==> src/rtl/keypad_scanner_pkg.sv <==
// rtl/keypad_scanner_pkg.sv - key codes, debounce state encodings and the (row,col) key map
package keypad_scanner_pkg;

   localparam logic [4:0] KEY_0    = 5'd0;
   localparam logic [4:0] KEY_1    = 5'd1;
   localparam logic [4:0] KEY_2    = 5'd2;
   localparam logic [4:0] KEY_3    = 5'd3;
   localparam logic [4:0] KEY_4    = 5'd4;
   localparam logic [4:0] KEY_5    = 5'd5;
   localparam logic [4:0] KEY_6    = 5'd6;
   localparam logic [4:0] KEY_7    = 5'd7;
   localparam logic [4:0] KEY_8    = 5'd8;
   localparam logic [4:0] KEY_9    = 5'd9;
   localparam logic [4:0] KEY_A    = 5'd10;
   localparam logic [4:0] KEY_B    = 5'd11;
   localparam logic [4:0] KEY_C    = 5'd12;
   localparam logic [4:0] KEY_D    = 5'd13;
   localparam logic [4:0] KEY_STAR = 5'd14;
   localparam logic [4:0] KEY_HASH = 5'd15;
   localparam logic [4:0] NO_KEY   = 5'd31;

   localparam logic [1:0] ST_IDLE    = 2'd0;
   localparam logic [1:0] ST_CONFIRM = 2'd1;
   localparam logic [1:0] ST_HELD    = 2'd2;

   function automatic logic [4:0] key_code(input logic [1:0] r, input logic [1:0] c);
      logic [4:0] code;
      case ({r, c})
         4'b00_00: code = KEY_1;
         4'b00_01: code = KEY_2;
         4'b00_10: code = KEY_3;
         4'b00_11: code = KEY_A;
         4'b01_00: code = KEY_4;
         4'b01_01: code = KEY_5;
         4'b01_10: code = KEY_6;
         4'b01_11: code = KEY_B;
         4'b10_00: code = KEY_7;
         4'b10_01: code = KEY_8;
         4'b10_10: code = KEY_9;
         4'b10_11: code = KEY_C;
         4'b11_00: code = KEY_STAR;
         4'b11_01: code = KEY_0;
         4'b11_10: code = KEY_HASH;
         default:  code = KEY_D;
      endcase
      return code;
   endfunction

endpackage

==> src/rtl/keypad_scanner_debounce.sv <==
// rtl/keypad_scanner_debounce.sv - per-sweep debounce FSM turning sweep codes into key/pressed
module keypad_scanner_debounce
   import keypad_scanner_pkg::*;
#(
   parameter int DEBOUNCE_SWEEPS = 10
) (
   input  logic       clk,
   input  logic       rst,
   input  logic       sweep_done,
   input  logic [4:0] sweep_code,
   output logic [4:0] key,
   output logic       pressed
);

   localparam int CW = $clog2(DEBOUNCE_SWEEPS + 1);

   logic [1:0]    state;
   logic [4:0]    cand;
   logic [CW-1:0] cnt;
   logic [CW-1:0] next_cnt;
   logic          commit;

   // cnt==0 means no candidate run is in progress
   always_comb begin
      next_cnt = CW'(1);
      if (sweep_code == cand && cnt != '0)
         next_cnt = cnt + CW'(1);
      commit = (next_cnt == CW'(DEBOUNCE_SWEEPS));
   end

   always_ff @(posedge clk or posedge rst) begin
      if (rst) begin
         state   <= ST_IDLE;
         cand    <= NO_KEY;
         cnt     <= '0;
         key     <= NO_KEY;
         pressed <= 1'b0;
      end else if (sweep_done) begin
         case (state)
            ST_IDLE, ST_CONFIRM: begin
               if (sweep_code == NO_KEY) begin
                  state <= ST_IDLE;
                  cnt   <= '0;
               end else begin
                  cand <= sweep_code;
                  if (commit) begin
                     key     <= sweep_code;
                     pressed <= 1'b1;
                     state   <= ST_HELD;
                     cnt     <= '0;
                  end else begin
                     cnt   <= next_cnt;
                     state <= ST_CONFIRM;
                  end
               end
            end
            ST_HELD: begin
               if (sweep_code == key) begin
                  cnt <= '0;
               end else begin
                  cand <= sweep_code;
                  if (commit) begin
                     cnt <= '0;
                     // release keeps the last code on key; a roll replaces it with no gap
                     if (sweep_code == NO_KEY) begin
                        pressed <= 1'b0;
                        state   <= ST_IDLE;
                     end else begin
                        key <= sweep_code;
                     end
                  end else begin
                     cnt <= next_cnt;
                  end
               end
            end
            default: state <= ST_IDLE;
         endcase
      end
   end

endmodule

==> src/rtl/keypad_scanner.sv <==
// rtl/keypad_scanner.sv - 4x4 keypad column scanner with row sync, sweep accumulation and debounce
module keypad_scanner
   import keypad_scanner_pkg::*;
#(
   parameter int SCAN_DIV        = 50000,
   parameter int DEBOUNCE_SWEEPS = 10
) (
   input  logic       clk,
   input  logic       rst,
   input  logic [3:0] row,
   output logic [3:0] col,
   output logic       keypad_pressed,
   output logic [4:0] key
);

   localparam int DW = $clog2(SCAN_DIV);

   logic [3:0]    row_meta;
   logic [3:0]    row_sync;
   logic [DW-1:0] dwell;
   logic [1:0]    col_idx;
   logic [4:0]    sweep_acc;
   logic [1:0]    row_idx;
   logic [4:0]    cur_code;
   logic [4:0]    sweep_code;
   logic          tc;
   logic          sweep_done;

   assign tc         = (dwell == DW'(SCAN_DIV - 1));
   assign sweep_done = tc && (col_idx == 2'd3);

   // descending loop so the lowest low row wins
   always_comb begin
      row_idx = 2'd0;
      for (int i = 3; i >= 0; i--)
         if (!row_sync[i])
            row_idx = 2'(i);
      cur_code   = (row_sync != 4'hF) ? key_code(row_idx, col_idx) : NO_KEY;
      sweep_code = (sweep_acc != NO_KEY) ? sweep_acc : cur_code;
   end

   // sync flops clear to the idle (all-high) row level so reset never looks like a press
   always_ff @(posedge clk or posedge rst) begin
      if (rst) begin
         row_meta  <= 4'hF;
         row_sync  <= 4'hF;
         dwell     <= '0;
         col_idx   <= 2'd0;
         col       <= 4'b1110;
         sweep_acc <= NO_KEY;
      end else begin
         row_meta <= row;
         row_sync <= row_meta;
         if (tc) begin
            dwell     <= '0;
            col_idx   <= col_idx + 2'd1;
            col       <= {col[2:0], col[3]};
            sweep_acc <= sweep_done ? NO_KEY : sweep_code;
         end else begin
            dwell <= dwell + DW'(1);
         end
      end
   end

   keypad_scanner_debounce #(
      .DEBOUNCE_SWEEPS(DEBOUNCE_SWEEPS)
   ) u_debounce (
      .clk        (clk),
      .rst        (rst),
      .sweep_done (sweep_done),
      .sweep_code (sweep_code),
      .key        (key),
      .pressed    (keypad_pressed)
   );

endmodule

==> config.mk <==
export PLATFORM = sky130hd
export DESIGN_NAME = keypad_scanner
export DESIGN_NICKNAME = d
export VERILOG_FILES = /design/src/rtl/keypad_scanner_pkg.sv /design/src/rtl/keypad_scanner_debounce.sv /design/src/rtl/keypad_scanner.sv
export SDC_FILE = /design/constraint.sdc
export NUM_CORES = 1
export LEC_CHECK = 0
export ABC_AREA = 1
export ABC_CLOCK_PERIOD_IN_PS = 2800
export CAP_MARGIN = 20
export CORE_ASPECT_RATIO = 0.8
export CORE_MARGIN = 5
export CORE_UTILIZATION = 62
export CTS_BUF_LIST = sky130_fd_sc_hd__clkbuf_8
export DETAILED_ROUTE_END_ITERATION = 10
export GPL_TIMING_DRIVEN = 0
export HOLD_SLACK_MARGIN = 0.03
export MAX_ROUTING_LAYER = met4
export PLACE_DENSITY = 0.81
export SLEW_MARGIN = 30
export SYNTH_ARGS = -nofsm -noshare
export SYNTH_HDL_FRONTEND = slang
export SYNTH_SLANG_ARGS = --single-unit
export TNS_END_PERCENT = 30
==> constraint.sdc <==
create_clock -name clk -period 2.8 [get_ports clk]
set_input_delay 0.56 -clock clk [delete_from_list [all_inputs] [get_ports clk]]
set_output_delay 0.56 -clock clk [all_outputs]
set_load 0.1 [all_outputs]
==> flow_metrics.env <==
export IMPL_top_layer_used="met4"
export IMPL_grt_pass1_wl_mm=10.0
export IMPL_p_sw_w=0.000273
export IMPL_drt_iter0_drc=116
export IMPL_worst_pin_slew_ns=0.968
export IMPL_path_cells="clkdlybuf4s50_1"
export IMPL_cp_max_fo=4
export IMPL_status="finished, final reports clean"
export IMPL_setup_tns_ns=0
export IMPL_worst_slack_ns=0.235
export IMPL_critPathRequiredTime_ns=2.24
export IMPL_synth_fp_nets=384
export IMPL_rsz0062_at_grt="no"
export IMPL_endpoint_kind="output pin"
export IMPL_grt_overflow_total=0
export IMPL_postCtsHoldBufs=0
export IMPL_clkPwrFrac_pct=36.9
export IMPL_dp_slack_ns=0.325
export IMPL_layout_commonest_cell="nand2_1"
export IMPL_timing_max_cap_violations=0
export IMPL_worst_r2r_cell_count=16
export IMPL_cts_post_setup_buffers_inserted=0
export IMPL_startpoint_type="flop"
export IMPL_fp_coreArea_sq_mm=0.00451
export IMPL_fin_skew_ns=0.0123
export IMPL_critPathKind="reg2out"
export IMPL_ys_warnings_count=0
export IMPL_timing_critical_path_buf_inv=1
export IMPL_ctsLongestPathBuffers=2
export IMPL_combinationalPowerShare_pct=2.8
export IMPL_fill_cells=377
export IMPL_fin_hold_ws_ns=0.358
export IMPL_drt_met1_wl_mm=2.73
export IMPL_clk_insertion_delay_late_ns=0.31
export IMPL_final_min_clock_period_ns=2.56
export IMPL_cpLargestDelayFamily="buffers and inverters"
export IMPL_syn_area_sq_mm=0.00285
export IMPL_p_sw_share_pct=21.5
export IMPL_cp_arrival_ns=2.00
export IMPL_cp_slowest_stage_delay_ns=1.13
export IMPL_place_port_buffers=15
export IMPL_syn_to_final_growth_pct=11.5
export IMPL_final_cell_mix="nand2_1, inv_1, nor2_1"
export IMPL_die_area_sq_mm=0.00605
export IMPL_die_h_um=70.6
export IMPL_cts_num_sinks=52
export IMPL_cts_made_buffers=5
export IMPL_rows=22
export IMPL_io_pins=16
export IMPL_die_x_um=85.8
export IMPL_vias=2397
export IMPL_remaining_drc_errors=0
export IMPL_start_util_pct=63.1
export IMPL_final_nets=406
export IMPL_critPathSlowestCell="clkdlybuf4s50_1"
export IMPL_grt_use_total_pct=21.0
export IMPL_hold_path_class="reg2reg"
export IMPL_slew_violations=0
export IMPL_cts_resized=0
export IMPL_internal_power_w=0.000995
export IMPL_post_route_period_util_pct=91.6
export IMPL_yosys_cell_types_count=28
export IMPL_cts_root_buf="clkbuf_8"
export IMPL_relSlewSlack_pct=35.3
export IMPL_hpwl_mm=4.10
export IMPL_globalplace_congestion=0.907
export IMPL_clk_pin_slew_ns=0.09
export IMPL_netlist_instances=371
export IMPL_cts_tree="built"
export IMPL_seqPwrFrac_pct=60.4
export IMPL_ys_ff_latch=52
export IMPL_seq_area_frac_synth_pct=46.9
export IMPL_grt_pass1_vias=2369
export IMPL_diodes=0
export IMPL_vias_per_cell=5.28
export IMPL_ir_drop_mv=0.374
export IMPL_leakagePower_nw=1.53
export IMPL_power_density_mw_per_mm2=400
export IMPL_avgRoutedWirePerCell_um=12.4
export IMPL_grt_max_degree=53
export IMPL_ant_nets=0
export IMPL_max_freq_ghz=0.390
export IMPL_syn_avg_cell_area_sq_um=7.67
export IMPL_wirelength_mm=5.62
export IMPL_finalSetupViolCount=0
export IMPL_hold_viol=0
export IMPL_wl_met2_mm=2.57
export IMPL_path_depth=1
export IMPL_htree_num_levels=2
export IMPL_wl_met3_um=215
export IMPL_drive_gt1_share_pct=13.7
export IMPL_antenna_found_initial=0
export IMPL_hold_path_cell_count=0
export IMPL_dr_pass1_iters=4
[final timing paths]
kind,endpoint,slack [ns],start
min in group asynchronous,col[0]$_DFFE_PP0N_,0.69,rst
max reg2reg,u_debounce.pressed$_DFFE_PP0P_,0.31,col_idx[0]$_DFFE_PP0N_
min reg2reg,row_sync[0]$_DFF_PP1_,0.36,row_meta[0]$_DFF_PP1_
min,row_sync[0]$_DFF_PP1_,0.36,row_meta[0]$_DFF_PP1_
max in group asynchronous,dwell[1]$_DFF_PP0_,1.70,rst
max,key[0],0.24,u_debounce.key[0]$_DFFE_PP1P_
[final cells by class]
class / instances / area [sq um] / area share, %
repair buffers: 15 / 150 / 4.73
multi-input cells: 259 / 1290 / 40.6
well taps: 60 / 75.1 / 2.37
clock buffers: 7 / 96.3 / 3.04
inverters: 59 / 224 / 7.06
flip-flops and latches: 52 / 1330 / 42.0
plain buffers: 1 / 3.75 / 0.118
clock inverters: 1 / 3.75 / 0.118
[kinds of logic after synthesis]
family                     after synthesis  synth area share [%]
and+or+nand+nor                        213                  33.5
AOI/OAI and AO/OA                       33                  6.81
adders and majority gates                7                  3.08
DFF                                     52                  46.9
xor gates and xnor gates                 6                  1.85
buffers and inverters                   60                  7.91
[sequential cells by signal, summed over array words and instances (netlist names)]
signal / cells
row_meta: 4
col: 4
dwell: 16
col_idx: 2
u_debounce.key: 5
u_debounce.cand: 5
u_debounce.pressed: 1
u_debounce.state: 2
u_debounce.cnt: 4
row_sync: 4
sweep_acc: 5
[synth_stat cells, drive strengths merged]
library cell / number / area (sq um)
a21oi: 11 / 70.1
ha: 7 / 87.6
nand4: 9 / 71.3
dfstp: 26 / 683
inv: 58 / 218
clkinv: 1 / 3.75
a31oi: 1 / 6.26
o221ai: 2 / 17.5
xor2: 6 / 52.6
nand2: 111 / 442
nand3: 36 / 185
nand3b: 2 / 15.0
a21boi: 1 / 7.51
clkbuf: 1 / 3.75
nor2: 47 / 196
a211oi: 1 / 7.51
nor3: 5 / 25.0
nor4: 3 / 18.8
dfrtp: 26 / 651
o21ai: 17 / 85.1
[power by group through the flow]
stage                     combinational (W)  clock (W)  sequential, W
after detailed placement          0.0000357          0       0.000779
after CTS                         0.0000361   0.000473       0.000766
after global placement            0.0000342          0       0.000778
after global routing              0.0000412   0.000504       0.000767
final                             0.0000352   0.000468       0.000766
after floorplan                   0.0000218          0       0.000778
[routing by layer]
metal	up-vias	GRT usage, %
li1	1218	-
met1	1129	27.7
met2	39	32.4
met3	11	3.73
met4	0	8.08
met5	-	-
[stage by stage]
| stage | instances | util (%) | power (W) | area [sq um] |
|---|---|---|---|---|
| after floorplan | 371 | - | 0.000800 | 2850 |
| after global placement | 446 | 68.0 | 0.000813 | 3070 |
| after detailed placement | 446 | 68.1 | 0.000815 | 3070 |
| after CTS | 454 | 70.3 | 0.00127 | 3170 |
| after global routing | 454 | 70.3 | 0.00131 | 3170 |
| final | 454 | 70.3 | 0.00127 | 3170 |
(Power assumes the default switching activity.)
